File: config.mk
export PLATFORM = sky130hd
export DESIGN_NAME = dmem_mmio
export DESIGN_NICKNAME = d
export VERILOG_FILES = /design/src/rtl/dmem_mmio_pkg.sv /design/src/rtl/dmem_mmio_uart_tx.sv /design/src/rtl/dmem_mmio.sv
export SDC_FILE = /design/constraint.sdc
export NUM_CORES = 2
export LEC_CHECK = 0
export BUFFER_PORTS_ARGS = -buffer_cell sky130_fd_sc_hd__buf_2
export CAP_MARGIN = 20
export CORE_MARGIN = 4
export CORE_UTILIZATION = 35
export DETAILED_ROUTE_END_ITERATION = 12
export SLEW_MARGIN = 0
export SYNTH_ARGS = -nofsm -noshare
export SYNTH_HDL_FRONTEND = slang
export SYNTH_HIERARCHICAL = 1
export SYNTH_SLANG_ARGS = --single-unit
File: constraint.sdc
create_clock -name clock -period 4.3 [get_ports clock]
set_input_delay 0.86 -clock clock [delete_from_list [all_inputs] [get_ports clock]]
set_output_delay 0.86 -clock clock [all_outputs]
set_load 0.1 [all_outputs]
File: src/rtl/dmem_mmio_pkg.sv
// Shared address map, STATUS bit positions and UART TX state encoding for dmem_mmio.
// Latency: n/a (constants and types only).
// Backpressure: n/a.
package dmem_mmio_pkg;

  // Address map: 0x00..RAM_TOP_ADDR is RAM; everything above the LED register is reserved.
  localparam logic [7:0] RAM_TOP_ADDR      = 8'hEF;
  localparam logic [7:0] MMIO_TX_DATA_ADDR = 8'hF0;
  localparam logic [7:0] MMIO_STATUS_ADDR  = 8'hF1;
  localparam logic [7:0] MMIO_LED_ADDR     = 8'hF2;

  localparam int RAM_WORDS = int'(RAM_TOP_ADDR) + 1;

  // STATUS register bit positions.
  localparam int STAT_BUSY_BIT  = 0;
  localparam int STAT_FULL_BIT  = 1;
  localparam int STAT_EMPTY_BIT = 2;
  localparam int STAT_OVF_BIT   = 3;

  // UART TX frame states.
  typedef enum logic [1:0] {
    TX_IDLE  = 2'd0,
    TX_START = 2'd1,
    TX_DATA  = 2'd2,
    TX_STOP  = 2'd3
  } tx_state_e;

endpackage

File: src/rtl/dmem_mmio_uart_tx.sv
// UART 8N1 transmitter with TX queue (FIFO if DMEM_MMIO_TXFIFO_EN, else one holding register).
// Latency: a push into an empty queue with the FSM idle starts the start bit on the next edge.
// Backpressure: none; a push while full is dropped (push_drop) unless a pop frees a slot that edge.
// Ports: clock, nreset (sync, active-low); push_dat/push_vld push side; full, empty, busy status;
//        push_drop flags a rejected push; tx is the serial line (idles high).
module dmem_mmio_uart_tx
  import dmem_mmio_pkg::*;
#(
  parameter int CLKS_PER_BIT = 16,
  parameter int FIFO_DEPTH   = 4
) (
  input  logic       clock,
  input  logic       nreset,
  input  logic [7:0] push_dat,
  input  logic       push_vld,
  output logic       full,
  output logic       empty,
  output logic       push_drop,
  output logic       busy,
  output logic       tx
);

  localparam int CNT_W = (CLKS_PER_BIT > 2) ? $clog2(CLKS_PER_BIT) : 1;
  localparam logic [CNT_W-1:0] CNT_LAST = CNT_W'(CLKS_PER_BIT - 1);

  tx_state_e        state_q, state_d;
  logic [CNT_W-1:0] cnt_q, cnt_d;
  logic [2:0]       bit_idx_q, bit_idx_d;
  logic [7:0]       shift_q, shift_d;

  logic       bit_end;
  logic       pop;
  logic       push_acc;
  logic [7:0] head_dat;

  assign bit_end = (cnt_q == CNT_LAST);
  // A new byte is taken either straight from idle or at the last cycle of a stop bit,
  // so back-to-back frames carry no idle gap.
  assign pop      = !empty && ((state_q == TX_IDLE) || ((state_q == TX_STOP) && bit_end));
  // A same-edge pop frees a slot for a push into a full queue; a push into an empty
  // queue is never visible to the pop on the same edge because pop uses the old empty.
  assign push_acc  = push_vld && (!full || pop);
  assign push_drop = push_vld && full && !pop;

`ifdef DMEM_MMIO_TXFIFO_EN
  localparam int IDX_W = $clog2(FIFO_DEPTH);
  localparam int PTR_W = IDX_W + 1;

  logic [7:0]       mem_q [FIFO_DEPTH];
  logic [PTR_W-1:0] wr_ptr_q, wr_ptr_d;
  logic [PTR_W-1:0] rd_ptr_q, rd_ptr_d;

  // Extra pointer MSB distinguishes full (only MSB differs) from empty (equal).
  assign empty    = (wr_ptr_q == rd_ptr_q);
  assign full     = ((wr_ptr_q ^ rd_ptr_q) == PTR_W'(FIFO_DEPTH));
  assign head_dat = mem_q[rd_ptr_q[IDX_W-1:0]];

  always_comb begin
    wr_ptr_d = wr_ptr_q;
    rd_ptr_d = rd_ptr_q;
    if (push_acc) wr_ptr_d = wr_ptr_q + PTR_W'(1);
    if (pop)      rd_ptr_d = rd_ptr_q + PTR_W'(1);
  end

  always_ff @(posedge clock) begin
    if (!nreset) begin
      wr_ptr_q <= '0;
      rd_ptr_q <= '0;
    end else begin
      wr_ptr_q <= wr_ptr_d;
      rd_ptr_q <= rd_ptr_d;
    end
  end

  always_ff @(posedge clock) begin
    if (push_acc) mem_q[wr_ptr_q[IDX_W-1:0]] <= push_dat;
  end
`else
  logic       hold_vld_q, hold_vld_d;
  logic [7:0] hold_dat_q, hold_dat_d;

  assign empty    = !hold_vld_q;
  assign full     = hold_vld_q;
  assign head_dat = hold_dat_q;

  always_comb begin
    hold_vld_d = hold_vld_q;
    hold_dat_d = hold_dat_q;
    if (push_acc) begin
      hold_vld_d = 1'b1;
      hold_dat_d = push_dat;
    end else if (pop) begin
      hold_vld_d = 1'b0;
    end
  end

  always_ff @(posedge clock) begin
    if (!nreset) begin
      hold_vld_q <= 1'b0;
      hold_dat_q <= '0;
    end else begin
      hold_vld_q <= hold_vld_d;
      hold_dat_q <= hold_dat_d;
    end
  end
`endif

  // Frame FSM: every non-idle state counts CLKS_PER_BIT cycles per bit period.
  always_comb begin
    state_d   = state_q;
    cnt_d     = cnt_q + CNT_W'(1);
    bit_idx_d = bit_idx_q;
    shift_d   = shift_q;
    case (state_q)
      TX_IDLE: begin
        cnt_d = '0;
        if (pop) begin
          state_d = TX_START;
          shift_d = head_dat;
        end
      end
      TX_START: begin
        if (bit_end) begin
          cnt_d     = '0;
          bit_idx_d = '0;
          state_d   = TX_DATA;
        end
      end
      TX_DATA: begin
        if (bit_end) begin
          cnt_d     = '0;
          shift_d   = {1'b0, shift_q[7:1]};
          bit_idx_d = bit_idx_q + 3'd1;
          if (bit_idx_q == 3'd7) state_d = TX_STOP;
        end
      end
      TX_STOP: begin
        if (bit_end) begin
          cnt_d = '0;
          if (pop) begin
            state_d = TX_START;
            shift_d = head_dat;
          end else begin
            state_d = TX_IDLE;
          end
        end
      end
      default: begin
        state_d = TX_IDLE;
        cnt_d   = '0;
      end
    endcase
  end

  always_ff @(posedge clock) begin
    if (!nreset) begin
      state_q   <= TX_IDLE;
      cnt_q     <= '0;
      bit_idx_q <= '0;
      shift_q   <= '0;
    end else begin
      state_q   <= state_d;
      cnt_q     <= cnt_d;
      bit_idx_q <= bit_idx_d;
      shift_q   <= shift_d;
    end
  end

  assign busy = (state_q != TX_IDLE);

  // The line is decoded from state so reset forces it high on the reset edge.
  always_comb begin
    tx = 1'b1;
    case (state_q)
      TX_START: tx = 1'b0;
      TX_DATA:  tx = shift_q[0];
      default:  tx = 1'b1;
    endcase
  end

endmodule

File: src/rtl/dmem_mmio.sv
// Data-memory stage: RAM plus TX_DATA / STATUS / LED registers, UART TX behind TX_DATA.
// Latency: reads are combinational from dmem_addr; writes commit on the rising edge.
// Backpressure: none; TX_DATA writes into a full queue are dropped and set sticky overflow.
// Ports: clock, nreset (sync, active-low); dmem_addr/dmem_wenable/dmem_wvalue from the CPU;
//        dmem_rvalue read data; uart_tx serial line; led register contents.
// Build option: DMEM_MMIO_TXFIFO_EN selects a FIFO_DEPTH-entry TX FIFO over a holding register.
module dmem_mmio
  import dmem_mmio_pkg::*;
#(
  parameter int DATA_WIDTH   = 8,
  parameter int ADDR_WIDTH   = 8,
  parameter int CLKS_PER_BIT = 16,
  parameter int FIFO_DEPTH   = 4
) (
  input  logic                  clock,
  input  logic                  nreset,
  input  logic [ADDR_WIDTH-1:0] dmem_addr,
  input  logic                  dmem_wenable,
  input  logic [DATA_WIDTH-1:0] dmem_wvalue,
  output logic [DATA_WIDTH-1:0] dmem_rvalue,
  output logic                  uart_tx,
  output logic [DATA_WIDTH-1:0] led
);

  logic is_ram, is_tx_data, is_status, is_led;

  assign is_ram     = (dmem_addr <= ADDR_WIDTH'(RAM_TOP_ADDR));
  assign is_tx_data = (dmem_addr == ADDR_WIDTH'(MMIO_TX_DATA_ADDR));
  assign is_status  = (dmem_addr == ADDR_WIDTH'(MMIO_STATUS_ADDR));
  assign is_led     = (dmem_addr == ADDR_WIDTH'(MMIO_LED_ADDR));

  // RAM has no reset: contents persist across nreset and are undefined after power-up.
  logic [DATA_WIDTH-1:0] ram_q [RAM_WORDS];

  always_ff @(posedge clock) begin
    if (dmem_wenable && is_ram) ram_q[dmem_addr] <= dmem_wvalue;
  end

  logic [DATA_WIDTH-1:0] led_q, led_d;
  logic                  ovf_q, ovf_d;

  logic tx_push, tx_full, tx_empty, tx_drop, tx_busy;

  assign tx_push = dmem_wenable && is_tx_data;

  always_comb begin
    led_d = led_q;
    ovf_d = ovf_q;
    if (dmem_wenable && is_led)    led_d = dmem_wvalue;
    if (dmem_wenable && is_status) ovf_d = 1'b0;
    else if (tx_drop)              ovf_d = 1'b1;
  end

  always_ff @(posedge clock) begin
    if (!nreset) begin
      led_q <= '0;
      ovf_q <= 1'b0;
    end else begin
      led_q <= led_d;
      ovf_q <= ovf_d;
    end
  end

  assign led = led_q;

  dmem_mmio_uart_tx #(
    .CLKS_PER_BIT(CLKS_PER_BIT),
    .FIFO_DEPTH  (FIFO_DEPTH)
  ) u_uart_tx (
    .clock    (clock),
    .nreset   (nreset),
    .push_dat (dmem_wvalue[7:0]),
    .push_vld (tx_push),
    .full     (tx_full),
    .empty    (tx_empty),
    .push_drop(tx_drop),
    .busy     (tx_busy),
    .tx       (uart_tx)
  );

  // Read mux; TX_DATA and reserved addresses read as zero.
  always_comb begin
    dmem_rvalue = '0;
    if (is_ram) begin
      dmem_rvalue = ram_q[dmem_addr];
    end else if (is_status) begin
      dmem_rvalue[STAT_BUSY_BIT]  = tx_busy;
      dmem_rvalue[STAT_FULL_BIT]  = tx_full;
      dmem_rvalue[STAT_EMPTY_BIT] = tx_empty;
      dmem_rvalue[STAT_OVF_BIT]   = ovf_q;
    end else if (is_led) begin
      dmem_rvalue = led_q;
    end
  end

endmodule

---- Word-level counts from Yosys, hierarchy flattened ----
Memories as Yosys holds them, arrays and structs flattened.
Index checks and enable logic that the tools add are counted.
word-level totals
  bits in registers ....................... 35
  memory bits (writable) .................. 1920
  memories ................................ 1
memories
  memory  depth  width  rd ports  clocked after memory_dff  write ports  RTL line         text
  ram_q   240    8      1         0                         1            dmem_mmio.sv:33  logic [DATA_WIDTH-1:0] ram_q [RAM_WORDS];
operators by class
  $add $sub $neg .......................... 2
  $lt $le $gt $ge ......................... 1
  eq/ne operators ......................... 13
  multiplexer cells ....................... 25
  bitwise gates (word level) .............. 1
  reductions and logical operators ........ 23
operators with widths
  kind                   number
  $mux W8                5
  $eq A8 B8 Y1 const B   3
  $pmux W8 S3            1
  $mux W4                3
  $mux W2                5
  $ne A2 B1 Y1 const B   5
  $logic_and A1 B1 Y1    9
  $le A8 B8 Y1 const B   1
  $pmux W2 S4            1
  $pmux W4 S2            1
  $mux W3                2
  $pmux W3 S2            1
  $reduce_and A3 Y1      2
  $reduce_bool A2 Y1     3
  $mux W1                5
  $reduce_and A5 Y1      1
  $add A4 B1 Y4 const B  1
  $eq A2 B2 Y1 const B   2
  $eq A4 B4 Y1 const B   1
  $add A3 B1 Y3 const B  1
  $eq A3 B3 Y1 const B   1
  $reduce_bool A3 Y1     1
  $reduce_or A3 Y1       1
  $eq A2 B1 Y1 const B   1
  other kinds (6)        8

---- Logic depth before layout (Yosys ltp) ----
  depth after elaboration ................. 7
  depth in mapped cells ................... 13
  depth with buffers taken out ............ 7

---- Hierarchy ----
The synthesis kept the hierarchy.
by module, submodules not included
  module             times used  cells an instance  area an instance (um2)
  dmem_mmio          1           3655               75428.6
  dmem_mmio_uart_tx  1           135                1231.2

---- Worst setup path before layout ----
No wires, ideal clock.
  path kind ............................... input port to output port
  from .................................... input port dmem_addr[0]
  to ...................................... output port dmem_rvalue[5]
  data arrival time ....................... 4.757 ns
  required time ........................... 3.440 ns
  slack ................................... -1.317 ns
  stages on the path ...................... 12
  cell sequence ........................... buf_6 -> buf_12 -> buf_12 -> buf_8 -> buf_6 -> buf_6 -> mux2i_1 -> a22oi_1 -> nand2_1 -> a22oi_1 -> a211oi_1 -> a311oi_1
on the way
  word-level cells in the longest chain between the ends .. 4
  elaborated cells between the ends (all ways) .. 7
RTL lines
  item                                                     RTL line         text
  start, declared                                          dmem_mmio.sv:17  input logic [ADDR_WIDTH-1:0] dmem_addr,
  branches (longest 3 deep; another with $mem_v2 Z240 W8)  --
  $mux W8 (*)                                              dmem_mmio.sv:84  if (is_ram) begin
  end, declared                                            dmem_mmio.sv:20  output logic [DATA_WIDTH-1:0] dmem_rvalue,
Mark *: on every way between the ends.

---- Final worst setup path ----
  from .................................... input port dmem_addr[0]
  to ...................................... output port dmem_rvalue[4]
The elaborated chain is that of the path after synthesis.

==> results by group <==
Synthesis
  • Ys Warns: 6
  • Fraction of registers with async set/reset: 0%
  • Syn Nets: 3818
  • Post-synth EDFFs: 1920
  • Syn Std Cell Area: 76660 um^2
  • Share of the synthesized area in the top cell type: 75.21%
  • Post-synthesis register bit count: 1955
  • Post-Synth XOR/XNOR Area: 0.02285%
  • Yosys top cell by area: edfxtp_1
  • Mux contribution to synthesized area: 14.64%
  • Compound-Gate Fraction of Synth Area: 3.490%
  • Area contributors post-synth: edfxtp_1 (75%), mux4_2 (13%), mux2i_1 (1.9%), nor2_1 (1.5%), a22oi_1 (0.98%)
  • Post-synth top flop: edfxtp_1
  • Post-synthesis simple-gate area fraction: 3.586%
  • Dominant combinational cell family by area after synthesis: multiplexers
  • Yosys cell types: 67
  • Sequential fraction of the synthesis area: 76.12%
  • Commonest cells post-synth: edfxtp_1 (1920), mux4_2 (432), nor2_1 (311)
  • Post-synthesis share of cell area spent on full adders, half adders and majority gates: 0.1469%
  • Most common cell in the netlist: edfxtp_1
  • Gate Count Post-Synth: 3790
  • Syn avg cell area: 20.23 um^2

Floorplanning
  • I/O pins: 36
  • Core Region: 217600 um^2
  • Die footprint: 226600 um^2
  • Starting Density: 35.23%
  • Chip Width: 476.0 um
  • Row cnt: 171
  • Die Span Y: 476.0 um

Power
  • Pwr Density: 434.1 nW/um^2
  • Max VDD drop: 0.4591 mV
  • Pleak: 31.13 nW

STA
  • Hold_ws: 391.3 ps
  • Final hold violations: 0
  • Worst setup margin: -286.6 ps
  • RSZ-0062 raised after global routing: true
  • Final Skew: 11.99 ps
  • Setup TNS Final: -1184 ps
  • Fin. max-slew vios: 0
  • Slew @ Worst Pin: 1162 ps
  • Post-route minimum period: 4587 ps
  • Crit share post-route: 106.7%
  • Fmax: 0.2180 GHz
  • Setup violations, final: 7
  • Rel. slew slack: 22.56%

Place
  • Final HPWL DP: 144600 um
  • Placer Congestion: 0.9336
  • Buffers on Ports: 35

Global routing
  • First-pass GRT wire length: 314800 um
  • Total grt overflow: 0
  • Total Routing Usage GR: 19.41%
  • Initial antenna violation count: 5
  • Largest net degree at the start of global routing: 127
  • Vias in the first global route: 41793

Critical path
  • Arr. time, crit path: 3730 ps
  • Worst EP required: 3440 ps
  • Reg2reg setup slack: 1860 ps
  • CP endpoint kind: output pin
  • Startpoint Class: primary input
  • Worst-path maximum fanout: 7
  • Crit Path Category: in2out

Clock tree
  • Worst-path clk slew: 60 ps
  • CTS Buffer Depth: 3
  • Hold buffer count at CTS: 0
  • CTS tree: done
  • CTS root buf: clkbuf_16
  • Cts bufs inserted: 198
  • Clock Latency Late Sink: 840 ps
  • Clk sink count: 1955
  • H-tree levels: 4

Drt
  • 1st-pass router iterations: 5
  • DRC violations left: 0
  • Drt total wl: 220700 um
  • Routed via count: 41958
  • Vias per cell: 5.450
  • Initial drt markers: 4912
  • Routed WL per cell: 28.66 um
  • Post-DRT Antenna Nets: 0

Status
  • Status: finished with violations
  • Failing checks: setup timing

Layout
  • Layout cells sized above 1: 36.58%
  • Area grow syn2layout: 23.30%
  • Multi-input logic area: 17700 um^2
  • Filler Cell Count: 18511
  • Sequential Area: 58360 um^2
  • Fin nets: 4697

Hold path
  • Hold crit path type: in2reg

Flow run
  • Max Cap Viol: 0
[layer usage]
metal	share of wire (%)	up-vias	track usage, %
li1	-	17474	-
met3	8.1	326	3.967
met1	41	22304	26.66
met4	3.8	0	6.761
met5	0	-	0
met2	48	1854	30.89
[sequential cells by signal (all words and copies together) (netlist names)]
| signal | flops |
|---|---|
| ram_q | 1920 |
| u_uart_tx/cnt_q | 4 |
| ovf_q | 1 |
| led | 8 |
| u_uart_tx/full | 1 |
| u_uart_tx/shift_q | 8 |
| u_uart_tx/state_q | 2 |
| u_uart_tx/bit_idx_q | 3 |
| u_uart_tx/head_dat | 8 |
[final cells by class]
class / count / share of cell area, %
sequential: 1955 / 61.74
multi-input combinational: 1591 / 18.73
timing repair buffer: 913 / 8.800
clock buffer: 237 / 5.452
tap: 2854 / 3.778
clock inverter: 136 / 1.455
inverter: 10 / 0.04104
antenna: 3 / 0.007942
[placed cells by master (no fill, tap or decap), drive strengths merged, types with 6 or more instances in the layout]
cell type / instances
a2111oi: 9
a211oi: 21
a21oi: 67
a221oi: 21
a22o: 19
a22oi: 100
a31oi: 16
a32oi: 13
and2: 6
buf: 901
bufinv: 19
clkbuf: 246
clkinv: 101
clkinvlp: 10
dfxtp: 35
edfxtp: 1920
ha: 9
inv: 16
mux2i: 147
mux4: 432
nand2: 131
nand2b: 15
nand3: 53
nand4: 16
nor2: 312
nor2b: 22
nor3: 31
o211ai: 15
o21ai: 38
o22ai: 21
o31ai: 7
or2: 7
[final timing paths]
check                                           from              endpoint  depth (start not counted)
worst min-delay path                    dmem_wenable                 ovf_q                          2
worst max-delay path                    dmem_addr[0]        dmem_rvalue[4]                         12
worst min register to register    u_uart_tx/cnt_q[0]    u_uart_tx/cnt_q[0]                          1
worst max register to register  u_uart_tx/state_q[0]  u_uart_tx/shift_q[5]                          6
[per-stage QoR]
| step | instances | util [%] | instance area (um^2) | power [mW] | setup slack, ps |
|---|---|---|---|---|---|
| after floorplan | 3790 | - | 76730 | 22.60 | -275.8 |
| after global placement | 7268 | 39.58 | 86120 | 23.98 | -1184 |
| after detailed placement | 7269 | 39.58 | 86130 | 24.01 | -662.1 |
| after CTS | 7686 | 43.32 | 94270 | 41.28 | -148.1 |
| after global routing | 7696 | 43.44 | 94510 | 42.26 | -308.4 |
| final | 7699 | 43.44 | 94520 | 41.03 | -286.6 |
[kinds of logic after synthesis]
family	count (synthesis)
compound gates	374
xor+xnor	2
fa+ha+maj	9
buf+inv	244
flops	1955
mux	581
simple gates	625
[worst max-delay path, cell delays in order]
cell	delay, ps
buf_16	150
buf_16	160
buf_6	120
mux4_2	350
o22ai_4	100
o31ai_4	310
a31oi_4	90
nor4_4	760
buf_12	190
a211oi_4	40
a311oi_4	330
buf_12	220
[power by group]
part	internal (mW)	leakage (nW)	total, mW	switching, mW
Clock	9.76	3.16	17.2	7.39
Combinational	1.15	10.4	2.90	1.74
Sequential	21.0	17.5	21.0	0.0162
[what timing repair did]
item	CTS	global route
endpoints found under the setup margin	8	8
gates resized for setup	203	40
cloned	11	0
pin swaps	49	23
buffers inserted	38	13
(Power assumes the default switching activity.)
